===== src/rtl/elevator_scheduler.sv =====
`default_nettype none
// +--------------------------------------------------------------------------+
// | elevator_scheduler: SCAN-policy request latch and single-car sequencer.   |
// | Revision: 1.0                                                            |
// +--------------------------------------------------------------------------+
module elevator_scheduler #(
   parameter int FLOORS        = 4,
   parameter int FLOOR_W       = 2,
   parameter int TRAVEL_CYCLES = 8,
   parameter int DOOR_CYCLES   = 4
) (
   input  logic               clk,
   input  logic               reset,
   input  logic [FLOORS-1:0]  req,
   output logic [FLOORS-1:0]  pending,
   output logic [FLOOR_W-1:0] cur_floor,
   output logic               dir_up,
   output logic               moving,
   output logic               door_open,
   output logic               arrived
);
   localparam int TW = (TRAVEL_CYCLES > 1) ? $clog2(TRAVEL_CYCLES) : 1;
   localparam int DW = (DOOR_CYCLES > 1) ? $clog2(DOOR_CYCLES) : 1;

   typedef enum logic [1:0] {
      S_IDLE = 2'd0,
      S_MOVE = 2'd1,
      S_DOOR = 2'd2
   } state_t;

   state_t             r_state;
   logic [FLOORS-1:0]  r_pending;
   logic [FLOOR_W-1:0] r_cur_floor;
   logic               r_dir_up;
   logic               r_moving;
   logic               r_door_open;
   logic               r_arrived;
   logic [TW-1:0]      r_travel_cnt;
   logic [DW-1:0]      r_door_cnt;

   logic               w_ahead_up;
   logic               w_ahead_dn;
   logic [FLOOR_W-1:0] w_next_floor;
   logic [FLOORS-1:0]  w_cur_onehot;
   logic [FLOORS-1:0]  w_next_onehot;
   logic [FLOORS-1:0]  w_drop;
   logic [FLOORS-1:0]  w_clr;
   logic               w_here;
   logic               w_next_hit;
   logic               w_travel_done;

   always_comb begin
      w_ahead_up = 1'b0;
      w_ahead_dn = 1'b0;
      for (int i = 0; i < FLOORS; i++) begin
         if (r_pending[i] && (FLOOR_W'(i) > r_cur_floor)) w_ahead_up = 1'b1;
         if (r_pending[i] && (FLOOR_W'(i) < r_cur_floor)) w_ahead_dn = 1'b1;
      end
   end

   assign w_next_floor  = r_dir_up ? (r_cur_floor + FLOOR_W'(1)) : (r_cur_floor - FLOOR_W'(1));
   assign w_cur_onehot  = FLOORS'(1) << r_cur_floor;
   assign w_next_onehot = FLOORS'(1) << w_next_floor;
   assign w_here        = r_pending[r_cur_floor];
   assign w_next_hit    = r_pending[w_next_floor];
   assign w_travel_done = (r_travel_cnt == TW'(TRAVEL_CYCLES - 1));

   // Calls for the floor whose door is open are already being served.
   assign w_drop = (r_state == S_DOOR) ? w_cur_onehot : '0;

   always_comb begin
      w_clr = '0;
      if (r_state == S_IDLE && w_here)
         w_clr = w_cur_onehot;
      else if (r_state == S_MOVE && w_travel_done && w_next_hit)
         w_clr = w_next_onehot;
   end

   always_ff @(posedge clk) begin
      if (reset) begin
         r_state      <= S_IDLE;
         r_pending    <= '0;
         r_cur_floor  <= '0;
         r_dir_up     <= 1'b1;
         r_moving     <= 1'b0;
         r_door_open  <= 1'b0;
         r_arrived    <= 1'b0;
         r_travel_cnt <= '0;
         r_door_cnt   <= '0;
      end else begin
         r_pending <= (r_pending | (req & ~w_drop)) & ~w_clr;
         r_arrived <= 1'b0;
         case (r_state)
            S_IDLE: begin
               if (w_here) begin
                  r_state     <= S_DOOR;
                  r_door_open <= 1'b1;
                  r_arrived   <= 1'b1;
                  r_door_cnt  <= DW'(DOOR_CYCLES - 1);
               end else if (w_ahead_up && (r_dir_up || !w_ahead_dn)) begin
                  r_state      <= S_MOVE;
                  r_moving     <= 1'b1;
                  r_dir_up     <= 1'b1;
                  r_travel_cnt <= '0;
               end else if (w_ahead_dn) begin
                  r_state      <= S_MOVE;
                  r_moving     <= 1'b1;
                  r_dir_up     <= 1'b0;
                  r_travel_cnt <= '0;
               end
            end
            S_MOVE: begin
               if (w_travel_done) begin
                  r_travel_cnt <= '0;
                  r_cur_floor  <= w_next_floor;
                  if (w_next_hit) begin
                     r_state     <= S_DOOR;
                     r_moving    <= 1'b0;
                     r_door_open <= 1'b1;
                     r_arrived   <= 1'b1;
                     r_door_cnt  <= DW'(DOOR_CYCLES - 1);
                  end
               end else begin
                  r_travel_cnt <= r_travel_cnt + TW'(1);
               end
            end
            S_DOOR: begin
               if (r_door_cnt == '0) begin
                  r_state     <= S_IDLE;
                  r_door_open <= 1'b0;
               end else begin
                  r_door_cnt <= r_door_cnt - DW'(1);
               end
            end
            default: r_state <= S_IDLE;
         endcase
      end
   end

   assign pending   = r_pending;
   assign cur_floor = r_cur_floor;
   assign dir_up    = r_dir_up;
   assign moving    = r_moving;
   assign door_open = r_door_open;
   assign arrived   = r_arrived;
endmodule
`default_nettype wire


===== config.mk =====
export PLATFORM = sky130hd
export DESIGN_NAME = elevator_scheduler
export DESIGN_NICKNAME = d
export VERILOG_FILES = /design/src/rtl/elevator_scheduler.sv
export SDC_FILE = /design/constraint.sdc
export NUM_CORES = 1
export LEC_CHECK = 0
export BUFFER_PORTS_ARGS = -buffer_cell sky130_fd_sc_hd__buf_2
export CAP_MARGIN = 30
export CORE_ASPECT_RATIO = 1.1
export CORE_MARGIN = 1.5
export CORE_UTILIZATION = 30
export DETAILED_ROUTE_END_ITERATION = 10
export GPL_TIMING_DRIVEN = 0
export SYNTH_ARGS = -nofsm -noshare
export SYNTH_HDL_FRONTEND = slang
export SYNTH_SLANG_ARGS = --single-unit

===== constraint.sdc =====
create_clock -name clk -period 2.5 [get_ports clk]
set_clock_uncertainty 0.1 [all_clocks]
set_input_delay 0.5 -clock clk [delete_from_list [all_inputs] [get_ports clk]]
set_output_delay 0.5 -clock clk [all_outputs]
set_load 0.01 [all_outputs]

Yosys cells after proc, flatten, opt, wreduce, memory -nomap -nowiden
Cells that the tools add are included.
{"block": "classes", "n_bitwise": 6, "n_eq_ne": 11, "addsub": 4, "reduce_logical": 26, "mux": 50, "n_shift": 2, "n_lt_le_gt_ge": 10}
{"cell": "2-to-1 mux 1 bit", "count": 24}
{"cell": "2-to-1 mux 2 bit", "count": 11}
{"cell": "AND reduction 5 bit", "count": 3}
{"cell": "logical AND 1 bit", "count": 12}
{"cell": "2-to-1 mux 3 bit", "count": 4}
{"cell": "2-to-1 mux 4 bit", "count": 3}
{"cell": "case mux 2 bit (3 select lines)", "count": 2}
{"cell": "inequality test 2 bit (second input constant)", "count": 5}
{"cell": "AND 4 bit", "count": 2}
{"cell": "NOT 4 bit", "count": 2}
{"cell": "<< shifter 1 x 2 -> 4 bit (first input constant)", "count": 2}
{"cell": "less-than comparator 2 x 3 -> 1 bit (second input constant)", "count": 2}
{"cell": "case mux 3 bit (2 select lines)", "count": 1}
{"cell": "AND reduction 3 bit", "count": 2}
{"cell": "binary-select mux 1 bit (select 2 bit)", "count": 2}
{"cell": "greater-than comparator 1 x 2 -> 1 bit (first input constant)", "count": 2}
{"cell": "greater-than comparator 2 bit (first input constant)", "count": 2}
{"cell": "zero test 2 bit", "count": 2}
{"cell": "less-than comparator 1 x 2 -> 1 bit (first input constant)", "count": 2}
{"cell": "less-than comparator 2 bit (first input constant)", "count": 2}
{"cell": "inequality test 4 x 3 -> 1 bit (second input constant)", "count": 1}
{"cell": "bitwise OR 4 bit", "count": 1}
{"cell": "case mux 1 bit (2 select lines)", "count": 2}
{"cell": "AND reduction 4 bit", "count": 1}
{"cell": "other kinds (15)", "count": 17}
{"block": "totals", "inputBits": 6, "elab_cells": 118, "ff_bits": 17, "out_inout_bits": 10}

Depth between registers and ports, before layout
Gate-level depths: netlist of run 1.
{"block": "depth", "ltp_word": 12, "mapped_depth": 8, "ltp_nobuf": 7}

Worst setup path after synthesis of run 1
No wires, ideal clock.
{"block": "synth_timing", "kind": "register to register", "from": "register r_cur_floor[0] (netlist: cur_floor[0])", "to": "register r_pending[0] (netlist: pending[0])", "synth_period_minus_slack_ns": 2.373, "stages_incl_launch_ff": 9, "t_arrival_ns": 2.159, "path_slack_ns": 0.127, "path_buffers": 1, "path_cell_list": "dfxtp_1 > buf_6 > inv_1 > ha_1 > xnor2_1 > mux4_2 > nand3_2 > nor3_1 > a2111oi_0"}
{"block": "synth_between", "elab_chain_cells": 9, "word_cells_on_any_way": 19, "cone_classes": "2 x add/sub; 2 x shift; 8 x mux; 5 x bitwise; 2 x reduce/logical"}
{"element": "from (decl)", "line_no": "33", "rtl": "logic [FLOOR_W-1:0] r_cur_floor;"}
{"element": "from (signal assigned)", "line_no": "115", "rtl": "r_cur_floor <= w_next_floor;"}
{"element": "subtractor 2 x 1 -> 2 bit / adder 2 x 1 -> 2 bit (equally long branches)", "line_no": "61", "rtl": "assign w_next_floor = r_dir_up ? (r_cur_floor + FLOOR_W'(1)) : (r_cur_floor - FLOOR_W'(1));"}
{"element": "2-to-1 mux 2 bit", "line_no": "61"}
{"element": "binary-select mux 1 bit (select 2 bit)", "line_no": "65", "rtl": "assign w_next_hit = r_pending[w_next_floor];"}
{"element": "2-to-1 mux 1 bit (not written as such)", "line_no": "65"}
{"element": "logical AND 1 bit", "line_no": "75", "rtl": "else if (r_state == S_MOVE && w_travel_done && w_next_hit)"}
{"element": "2-to-1 mux 4 bit", "line_no": "75"}
{"element": "2-to-1 mux 4 bit", "line_no": "73", "rtl": "if (r_state == S_IDLE && w_here)"}
{"element": "NOT 4 bit", "line_no": "91", "rtl": "r_pending <= (r_pending | (req & ~w_drop)) & ~w_clr;"}
{"element": "AND 4 bit (*)", "line_no": "91"}
{"element": "to (signal assigned)", "line_no": "91"}
{"element": "to (decl)", "line_no": "32", "rtl": "logic [FLOORS-1:0] r_pending;"}
Mark *: on every way between the ends. The rest lies on a longest branch, timed or not. The select of a mux whose other input is x is not followed.
A chain may end at the register's enable or synchronous reset.

Worst setup path in the final report of run 1
Same ends and word-level chain as after synthesis.

==> results.txt, run 1 <==
* Critical Path Max Stage Delay: 470 ps
- Iteration-0 DRC Markers: 42
- Instance count on the critical path: 8
* Max-slew violation total from the final report: 0
- Total global routing overflow: 0
- In this run the tightest slew margin relative to its limit is 0.512.
- Post-DR vias/cell: 5.25
* Post-synthesis instance area: 0.00103 mm²
- Clock-pin slew was measured on the worst setup and hold paths at 110 ps.
- HP Class: in2reg
- The number of antenna violations at the first check in global routing came to 0.
* Kind of end point of the critical path: register
* Number of hold violations in the final report: 0
- Avg WL per Cell: 14.2 µm
* Crit path kind: reg2reg
- Most used DFF post-synth: sky130_fd_sc_hd__dfxtp_1
- In this run the critical register-to-register path is launched from cur_floor[0].
- Post-synthesis average cell area: 9.02 µm²
- Slew at the pin closest to its max-slew limit: 727 ps
- Along the worst path, the maximum fanout reaches 7.
* Setup slack of the most critical reg-to-reg path: -60 ps
- Once routing completed, OpenROAD measured the worst setup slack at -60.4 ps.
- Post-Syn Nets: 129
- In this run the vertical extent of the chip is 64.4 µm.
* Clock tree from TritonCTS: built
* Worst setup path start: cur_floor[0]
- After detailed routing, the met3 layer carries 60 µm of wire.
- Dividing total power by cell area gives a power density of 734 mW/mm².
* Clock tree root driver cell: sky130_fd_sc_hd__clkbuf_4
- The initial utilization of the core area, before any placement, comes to 0.311.
- No sink is reached through more buffers than the 2 on the longest clock path.
- The total area inside the core boundary comes to 0.00330 mm².
* Synth top area share: 0.331
* Critical-path cell with the highest stage delay: sky130_fd_sc_hd__a2111oi_0
* Sequential-to-total area share from yosys stat: 0.331
- The cell family contributing the most delay on the critical path is compound AO/OA/AOI/OAI gates.
- Deepest level of the CTS H-tree: 1
* Capturing element of the worst setup path: pending[0]
- Worst setup SP type: register
* Uppermost metal layer occupied by signal nets: met4
* Critical Path RT: 2560 ps
- From left edge to right edge, the die measures 58.8 µm.
- Utilization after layout: 0.369
* HPWL reported at the end of detailed placement: 1730 µm
* Final setup violation count: 1
* Global-route wire length before repair: 3970 µm
- In this run, synthesis inferred 0 flip-flops with an integrated enable.
- From synthesis to final layout, the design area changed by 18.5%.
* Fraction of registers with async set/reset: 0
- STA puts the critical path data arrival time at 2620 ps.
* Cell type with the highest aggregate area in the netlist: sky130_fd_sc_hd__dfxtp_1
* Largest net degree at the start of global routing: 11
- Leading cell types by total area after synthesis: sky130_fd_sc_hd__dfxtp_1 (33%), sky130_fd_sc_hd__ha_1 (11%), sky130_fd_sc_hd__a21oi_1 (5.8%)
- Routed wire length: 2420 µm
- Number of placement rows: 22
* Number of iterations in the first detailed-routing pass: 4
- After synthesis, the netlist uses 34 different library cells.
- For this block, wires on met1 add up to 1090 µm.
- 16 I/O pins were placed.
- Met2 Routed Length: 1200 µm
- Fraction of final layout cells sized beyond drive strength 1: 0.259
* FF+latch count, synth: 17
* Ordered list of cells on the worst path: buf_6, inv_1, ha_1, xnor2_4, mux4_2, nand3_2, nor3_1, a2111oi_0
- # DRC: 0
* Depth of the worst register-to-register path: 8
* PortBufs: 15
* Failing checks: negative setup slack
- Nets@finish: 151
- Filler cell count in the final layout: 338
- Post-DRT Antenna Nets: 0
- The Yosys step of the flow raised 0 warnings.
* Count of max-cap constraint violations: 0
- Static timing analysis puts the maximum clock frequency at 391 MHz.
- Counting tap cells, the placed design contains a total of 165 instances.
- The run finished, with violations left.
- The routed layout has 897 vias.
* Total design power: 895 µW
- After layout, the minimum clock period comes to 2560 ps.
- Final instance count without filler cells: 171
- The die covers 0.00379 mm².
- TritonCTS created 3 clock buffers.
- Summed over all cells, the static leakage comes to 0.000517 µW.
- Final worst-path cycle share: 1.02
* Capture point of the worst reg-to-reg path: pending[0]
* Number of global-route vias before repair: 881
- Routability-driven placement finished with a final weighted congestion of 0.881.
* Syn Inst Count: 114
* Number of antenna cells inserted: 0
- GRT Resource Usage Total: 0.139
- Prior to clock tree synthesis, the placed netlist has a worst setup slack of -185 ps.
* Clock network latency to the later pin of the worst-skew pair: 300 ps
- Number of sinks driven by the clock tree: 17
- The number of buffers and inverters on the critical path is 2.
* Worst VDD drop: 0.242 mV
flip-flops by register name, summed over array words and instances, names as in the netlist:
name and flops:
arrived 1, dir_up 1, door_open 1, r_door_cnt 2, r_travel_cnt 3, pending 4, moving 1, cur_floor 2
r_state 2
cell type report:
cell class	instances	area, µm²	share of cell area
timing repair buffer	17	90.1	0.0739
inverter	8	30.0	0.0246
multi-input combinational	83	643	0.528
buffer	6	41.3	0.0339
sequential	17	342	0.280
clock buffer	3	22.5	0.0185
tap	36	45.0	0.0370
clock inverter	1	5.00	0.00411
kinds of logic (layout without fill, tap and decap cells):
group	after synthesis	count (layout)	synth area share
AO/OA/AOI/OAI	31	31	0.214
multiplexers	6	6	0.0803
AND/OR/NAND/NOR	35	35	0.179
buffers and inverters	14	35	0.0693
flip-flops	17	17	0.331
XOR/XNOR	2	2	0.0170
adder cells (fa/ha/maj)	9	9	0.109
worst min-delay path by stage:
stage                     slack [ps]  startpoint    endpoint  cells after the start
after floorplan                  380      moving      moving                      2
after global placement           350      moving      moving                      2
after detailed placement         350      moving      moving                      2
after CTS                        350       reset  pending[0]                      2
after global routing             350       reset  pending[3]                      2
final                            360       reset  pending[3]                      2
Yosys cell counts (all sizes together) (2+ instances only):
library cell,number
buf,3
dfxtp,17
a21oi,12
ha,9
nor2b,3
o21a,2
mux2,2
a221oi,2
nand3,2
clkbuf,3
nor2,8
a211oi,5
nand2,12
nor3,3
xnor2,2
nor3b,4
inv,8
a2111oi,3
a211o,2
a21o,2
mux2i,3
report_power, final:
part	leakage, µW	internal [µW]	switching (µW)
logic	0.000359	167	213
clock network	0.0000177	59.7	96.6
registers	0.000140	326	32.9
worst reg2reg max path: stages (launching register included):
cell                        delay, ps
sky130_fd_sc_hd__dfxtp_2          400
sky130_fd_sc_hd__buf_6            150
sky130_fd_sc_hd__inv_1            120
sky130_fd_sc_hd__ha_1             390
sky130_fd_sc_hd__xnor2_4          210
sky130_fd_sc_hd__mux4_2           340
sky130_fd_sc_hd__nand3_2          160
sky130_fd_sc_hd__nor3_1            90
sky130_fd_sc_hd__a2111oi_0        470
cell usage in the layout, fill, tap and decap left out, types with 3 or more instances in the layout:
| cell | synthesis | routed |
|---|---|---|
| sky130_fd_sc_hd__clkbuf_4 | 0 | 3 |
| sky130_fd_sc_hd__buf_2 | 0 | 15 |
| sky130_fd_sc_hd__a211oi_1 | 5 | 5 |
| sky130_fd_sc_hd__nor2b_1 | 3 | 3 |
| sky130_fd_sc_hd__nor3_1 | 3 | 3 |
| sky130_fd_sc_hd__buf_4 | 1 | 3 |
| sky130_fd_sc_hd__clkbuf_1 | 3 | 3 |
| sky130_fd_sc_hd__ha_1 | 9 | 9 |
| sky130_fd_sc_hd__a21oi_1 | 12 | 12 |
| sky130_fd_sc_hd__nand2_1 | 12 | 12 |
| sky130_fd_sc_hd__mux2i_1 | 3 | 3 |
| sky130_fd_sc_hd__dfxtp_1 | 17 | 16 |
| sky130_fd_sc_hd__nor3b_1 | 3 | 3 |
| sky130_fd_sc_hd__inv_1 | 8 | 8 |
| sky130_fd_sc_hd__nor2_1 | 8 | 8 |
stage by stage:
stage / setup TNS, ps / hold slack [ps] / cell area [µm²]
6_report: -60.4 / 361 / 1220
3_3_place_gp: -734 / 354 / 1150
2_1_floorplan: 0 / 381 / 1030
4_1_cts: 0 / 354 / 1200
5_1_grt: -127 / 349 / 1220
3_5_place_dp: -759 / 355 / 1150
routing by layer:
layer,track usage,vias up
li1,-,452
met1,0.174,422
met2,0.222,17
met3,0.0259,6
met4,0.0710,0
met5,0,-
repair_timing:
item,CTS,global route
hold buffers,0,0
pin swaps,0,1
buffers inserted,0,2
endpoints found under the setup margin,9,3
resized for setup,3,3
gates cloned,0,0
Note: power is estimated with default switching activity, not from simulation.
==> run 2: changes to the inputs <==
- CTS_BUF_LIST: default -> sky130_fd_sc_hd__clkbuf_8 sky130_fd_sc_hd__clkbuf_16
- RECOVER_POWER: default -> 100
==> results.txt, run 2 (synthesis gave the netlist of run 1 again) <==
- For hold timing, the worst endpoint is moving.
- Total global routing overflow: 0
* Power per standard cell area: 768 mW/mm²
- Clock tree from TritonCTS: built
- STA classifies the critical path startpoint as a register.
- Leakage power total: 0.000485 µW
- Including well taps, the total number of placed cells is 165.
- The number of global-route vias before repair is 890.
- STA puts the critical path data required time at 2510 ps.
- Measured in cells, the most critical reg-to-reg path has a length of 8.
- Initial antenna violation count: 0
- # DRC: 0
* Post-DR vias/cell: 5.20
* Clock network latency to the later pin of the worst-skew pair: 260 ps
- The setup check on the worst reg-to-reg path leaves a slack of -50 ps.
- The repair_antennas step left the layout with diodes totalling 0.
- Nets@finish: 151
- The routed design has 2450 µm of wire.
* Number of iterations in the first detailed-routing pass: 4
- Relative to the synthesized area, the layout overhead comes to 18.5%.
- Worst VDD drop: 0.226 mV
- Final estimated routing congestion in global placement: 0.881
- Floorplan core area: 0.00330 mm²
* Clock transition at the registers of the reported paths: 70 ps
- Clock tree root driver cell: sky130_fd_sc_hd__clkbuf_8
- The detailed router placed 890 vias in this run.
- Number of placement rows: 22
- Of the available clock period, the critical path in the final layout requires 1.02.
- After detailed routing, the average wire length per cell comes to 14.4 µm.
- In this run the number of H-tree levels came out at 1.
- Entering global routing, the biggest net connects 11 pins.
- Final setup violation count: 1
* Top-level port count: 16
- The number of max-slew violations in the final report came to 0.
- The register with the most flip-flops in the layout has 4 of them.
* Status: finished with violations
* Vertical die dimension: 64.4 µm
- Count of max-cap constraint violations: 0
- In the final layout, the share of cells above drive strength 1 is 0.178.
* Final non-filler cell area: 0.00122 mm²
* Placement-stage cell area: 0.00115 mm²
- The count of cells in the finished layout, fillers not included, comes to 171.
* Global-route wire length before repair: 4060 µm
- Crit path kind: reg2reg
- Critical path peak fanout: 7
- The clock passes through at most 2 buffers.
- Slew at the pin closest to its max-slew limit: 753 ps
- Final-layout setup total negative slack: -49.0 ps
* Num CTS Buffers: 3
- HP Class: reg2reg
- After filler insertion, the fill cell instance count of the layout stands at 345.
- Failing checks: negative setup slack
* Capture point of the worst reg-to-reg path: pending[0]
* Arrival time at the worst endpoint: 2560 ps
- In this run, the number of DRC markers left after iteration 0 of detailed routing was 43.
* Period minus WS final: 2550 ps
- Achievable Freq: 392 MHz
- Horizontal die dimension: 58.8 µm
- Hold-critical path depth: 2
- In the post-route analysis, the smallest setup slack over all paths is -49.0 ps.
* Most common cell after layout, fill and taps aside: sky130_fd_sc_hd__dfxtp_1
* Starting density of the core: 0.311
- GRT Resource Usage Total: 0.140
- The floorplan step defined a die boundary enclosing 0.00379 mm².
- Clock tree synthesis found a total of 17 sinks.
* Kind of end point of the critical path: register
- Critical register-to-register path startpoint: cur_floor[0]
- In this run the tool buffered the top-level ports with 15 buffer cells.
- After legalization and detailed placement, the total HPWL measured 1730 µm.
- Hold path start: moving
* Post-DRT Antenna Nets: 0
- The final count of hold timing violations is 0.
* Slew headroom: 0.494
* Most frequent cells in the layout: sky130_fd_sc_hd__dfxtp_1 (16), sky130_fd_sc_hd__clkbuf_1 (13), sky130_fd_sc_hd__nand2_1 (12), sky130_fd_sc_hd__a21oi_1 (12), sky130_fd_sc_hd__ha_1 (9)
- Cts hold-fix bufs: 0
## run 2: cell count changes in the layout (fill, tap and decap cells not counted), sizes merged
cell	before	now
clkbuf	6	16
buf	20	10
## run 2: per-layer routing
layer | share of wire | vias up | track usage
met5 | 0 | - | 0
li1 | - | 451 | -
met4 | 0.019 | 0 | 0.0597
met3 | 0.024 | 5 | 0.0240
met1 | 0.45 | 416 | 0.177
met2 | 0.51 | 18 | 0.232
## run 2: worst max-delay path by stage
| stage | end | slack (ps) | start | depth (start not counted) |
|---|---|---|---|---|
| finish | pending[0] | -50 | cur_floor[0] | 8 |
| global route | pending[0] | -120 | cur_floor[0] | 8 |
| CTS | pending[3] | 40 | cur_floor[0] | 8 |
| detailed placement | pending[3] | -190 | cur_floor[0] | 8 |
| global placement | pending[0] | -210 | cur_floor[0] | 8 |
| floorplan | pending[0] | 130 | cur_floor[0] | 8 |
## run 2: layout make-up
class,count,area [µm²],area share
multi-input combinational,83,639,0.525
sequential,17,342,0.280
timing repair buffer,17,78.8,0.0647
tap,36,45.0,0.0370
clock buffer,3,41.3,0.0339
buffer,6,37.5,0.0308
inverter,8,30.0,0.0246
clock inverter,1,5.00,0.00411
## run 2: repair_timing
item,in CTS,in global routing
endpoints found under the setup margin,9,3
resized for setup,3,3
gates cloned,0,0
buffers inserted,0,2
pin swaps,0,1
## run 2: worst max-delay path: stages, from the launching register on
cell	delay, ps
sky130_fd_sc_hd__dfxtp_2	380
sky130_fd_sc_hd__buf_6	150
sky130_fd_sc_hd__inv_1	120
sky130_fd_sc_hd__ha_1	390
sky130_fd_sc_hd__xnor2_4	210
sky130_fd_sc_hd__mux4_2	340
sky130_fd_sc_hd__nand3_2	160
sky130_fd_sc_hd__nor3_1	90
sky130_fd_sc_hd__a2111oi_0	460
## run 2: stage by stage
step	worst slack, ps	hold WS [ps]	power (µW)	utilization
5_1_grt	-122	385	1020	0.369
6_report	-49.0	361	937	0.369
4_1_cts	37.4	365	958	0.368
3_5_place_dp	-185	355	741	0.348
2_1_floorplan	127	381	647	-
3_3_place_gp	-209	354	728	0.348
## run 2: power by group
group          internal (µW)  switching, µW
combinational            151            211
clock                    111            103
sequential               326           34.5
==> run 3: changes to the inputs <==
- CORE_UTILIZATION: 30 -> 40
==> results.txt, run 3 (synthesis gave the netlist of run 1 again) <==
- Setup repair after global routing left no endpoint under its margin.
* Iteration-0 DRC Markers: 15
* Reported net switching power: 322 µW
* Most common cell after layout, fill and taps aside: sky130_fd_sc_hd__dfxtp_1
- The largest single stage delay on the critical path is 500 ps.
- Setup slack of the most critical reg-to-reg path: 130 ps
- Capture point of the worst reg-to-reg path: pending[1]
* Number of vias in the routed layout: 889
- Dividing the final minimum period by the clock period gives 0.948.
- Starting density of the core: 0.416
- For this design, the slowest cell found on the critical path is sky130_fd_sc_hd__dfxtp_1.
- IR analysis of the VDD net gives a maximum drop of 0.392 mV.
- Nets@finish: 150
* Flip-flop count of the largest register, all copies and words added: 4
- Leaving out filler cells and counting taps, the final layout contains 165.
* Clock tree root driver cell: sky130_fd_sc_hd__clkbuf_8
* Synthesis-to-finish area growth: 17.8%
- Num CTS Buffers: 3
* Max-slew violation total from the final report: 0
- Of the total power, the share spent switching nets is 0.355.
* Initial antenna violation count: 0
* Number of global-route vias before repair: 858
* Clock transition at the registers of the reported paths: 70 ps
* # DRC: 0
- CTS built an H-tree with a depth of 1.
* Cts hold-fix bufs: 0
* Number of iterations in the first detailed-routing pass: 4
* Avg WL per Cell: 13.7 µm
* Hold path start: door_open
- Of the total power, combinational logic draws 0.385.
- Final estimated routing congestion in global placement: 0.774
- The worst hold path terminates at door_open.
- Clock network power share: 0.218
- Top-level port count: 16
* Most frequent cells in the layout: sky130_fd_sc_hd__dfxtp_1 (16), sky130_fd_sc_hd__nand2_1 (12), sky130_fd_sc_hd__clkbuf_1 (12), sky130_fd_sc_hd__a21oi_1 (12), sky130_fd_sc_hd__inv_1 (9)
- Total global routing overflow: 0
- At the pin with the least slew margin, the transition time is 766 ps.
- Part of the power in registers: 0.396
- For the worst flop-to-flop path, the logic depth is 7.
- Data on the critical path is required at its endpoint by 2530 ps.
* Slew headroom: 0.486
* Count of placed standard cells including taps: 160
* Critical path peak fanout: 8
* Placement-stage cell area: 0.00114 mm²
- STA classifies the critical path endpoint as a register.
- Crit path kind: reg2reg
- The worst hold path belongs to the class reg2reg.
- Clock tree from TritonCTS: built
- Final non-filler cell area: 0.00121 mm²
- Number of placement rows: 19
- Arrival time at the worst endpoint: 2400 ps
- Leakage power total: 0.000485 µW
- Count of max-cap constraint violations: 0
* Utilization after layout: 0.490
- For this run, the total global-route usage over all layers was measured as 0.176.
* Number of antenna cells inserted: 0
* Area of the die: 0.00288 mm²
- After detailed routing, the total wire length is 2250 µm.
- Status: completed
- The detail route stage leaves a number of antenna-violating nets equal to 0.
- Number of hold violations in the final report: 0
* Power per standard cell area: 750 mW/mm²
* HPWL reported at the end of detailed placement: 1650 µm
- The smallest clock period supported by the final layout is computed as 2370 ps.
- Critical register-to-register path startpoint: cur_floor[1]
- Hold is met by 392 ps.
* Global-route wire length before repair: 3950 µm
* Final setup violation count: 0
* Floorplan core area: 0.00247 mm²
- The tree built by TritonCTS fans out to 17 sinks.
- Worst setup SP type: register
- Power Internal: 586 µW
- In this run the vertical extent of the chip is 56.2 µm.
- Filler cell count in the final layout: 263
- Achievable Freq: 422 MHz
- Walking the worst path, the cells encountered are inv_1, ha_4, xnor2_4, mux4_2, nand3_2, nor3_1, a2111oi_1.
- Hold-critical path depth: 1
* PortBufs: 15
- Entering global routing, the biggest net connects 11 pins.
* Horizontal die dimension: 51.3 µm
- Clock network latency to the later pin of the worst-skew pair: 250 ps
* Number of buffers between clock root and the deepest sink: 2
- Post-DR vias/cell: 5.39
* Fraction of final layout cells sized beyond drive strength 1: 0.172
## run 3: cell types whose count changed in the layout (fill, tap and decap cells not counted)
cell,delta
sky130_fd_sc_hd__buf_4,-1
sky130_fd_sc_hd__clkbuf_1,-1
sky130_fd_sc_hd__a221oi_1,+1
sky130_fd_sc_hd__ha_4,+1
sky130_fd_sc_hd__inv_1,+1
sky130_fd_sc_hd__a221oi_2,-1
sky130_fd_sc_hd__buf_2,+1
sky130_fd_sc_hd__clkinv_2,-1
sky130_fd_sc_hd__ha_1,-1
## run 3: stage by stage
stage / power [µW] / worst slack [ps] / TNS, ps
floorplan: 647 / 127 / 0
global placement: 728 / -228 / -1050
detailed placement: 737 / -202 / -790
CTS: 942 / 60.4 / 0
global route: 984 / 15.0 / 0
finish: 908 / 130 / 0
## run 3: metal layers
metal | share of wire | vias up | track usage
li1 | - | 445 | -
met4 | 0.0062 | 0 | 0.0714
met5 | 0 | - | 0
met2 | 0.49 | 21 | 0.301
met3 | 0.034 | 2 | 0.0188
met1 | 0.47 | 421 | 0.224
## run 3: worst max-delay path, delay by kind of cell (launching register included)
kind | cells | cell delay [ps]
muxes | 1 | 360
xor gates and xnor gates | 1 | 230
buffers and inverters | 1 | 210
AOI/OAI and AO/OA | 1 | 350
adders and majority gates | 1 | 270
and+or+nand+nor | 2 | 240
DFF | 1 | 500
## run 3: cell type report
class | instances | area, µm² | share of cell area
Multi-Input combinational cell | 83 | 646 | 0.533
Sequential cell | 17 | 342 | 0.282
Timing Repair Buffer | 16 | 72.6 | 0.0599
Clock buffer | 3 | 41.3 | 0.0341
Tap cell | 31 | 38.8 | 0.0320
Buffer | 6 | 37.5 | 0.0310
Inverter | 8 | 30.0 | 0.0248
Clock inverter | 1 | 3.75 | 0.00310
## run 3: how the worst max path moves through the flow
stage,from,to,cells past startpoint
floorplan,cur_floor[0],pending[0],8
finish,cur_floor[1],pending[1],7
CTS,cur_floor[0],pending[1],8
global route,cur_floor[1],pending[1],7
global placement,cur_floor[0],pending[0],8
detailed placement,cur_floor[0],pending[1],8
## run 3: repair_timing
item,4_1_cts,5_1_grt
setup endpoints to repair,8,5
buffers inserted,0,1
gates resized for setup,3,5
pin swaps,0,1
## run 3: power groups by stage
stage / combinational [µW] / clock [µW] / sequential, µW
global placement: 364 / 0 / 364
global route: 398 / 217 / 369
floorplan: 274 / 0 / 373
finish: 350 / 198 / 360
CTS: 375 / 208 / 359
detailed placement: 372 / 0 / 365
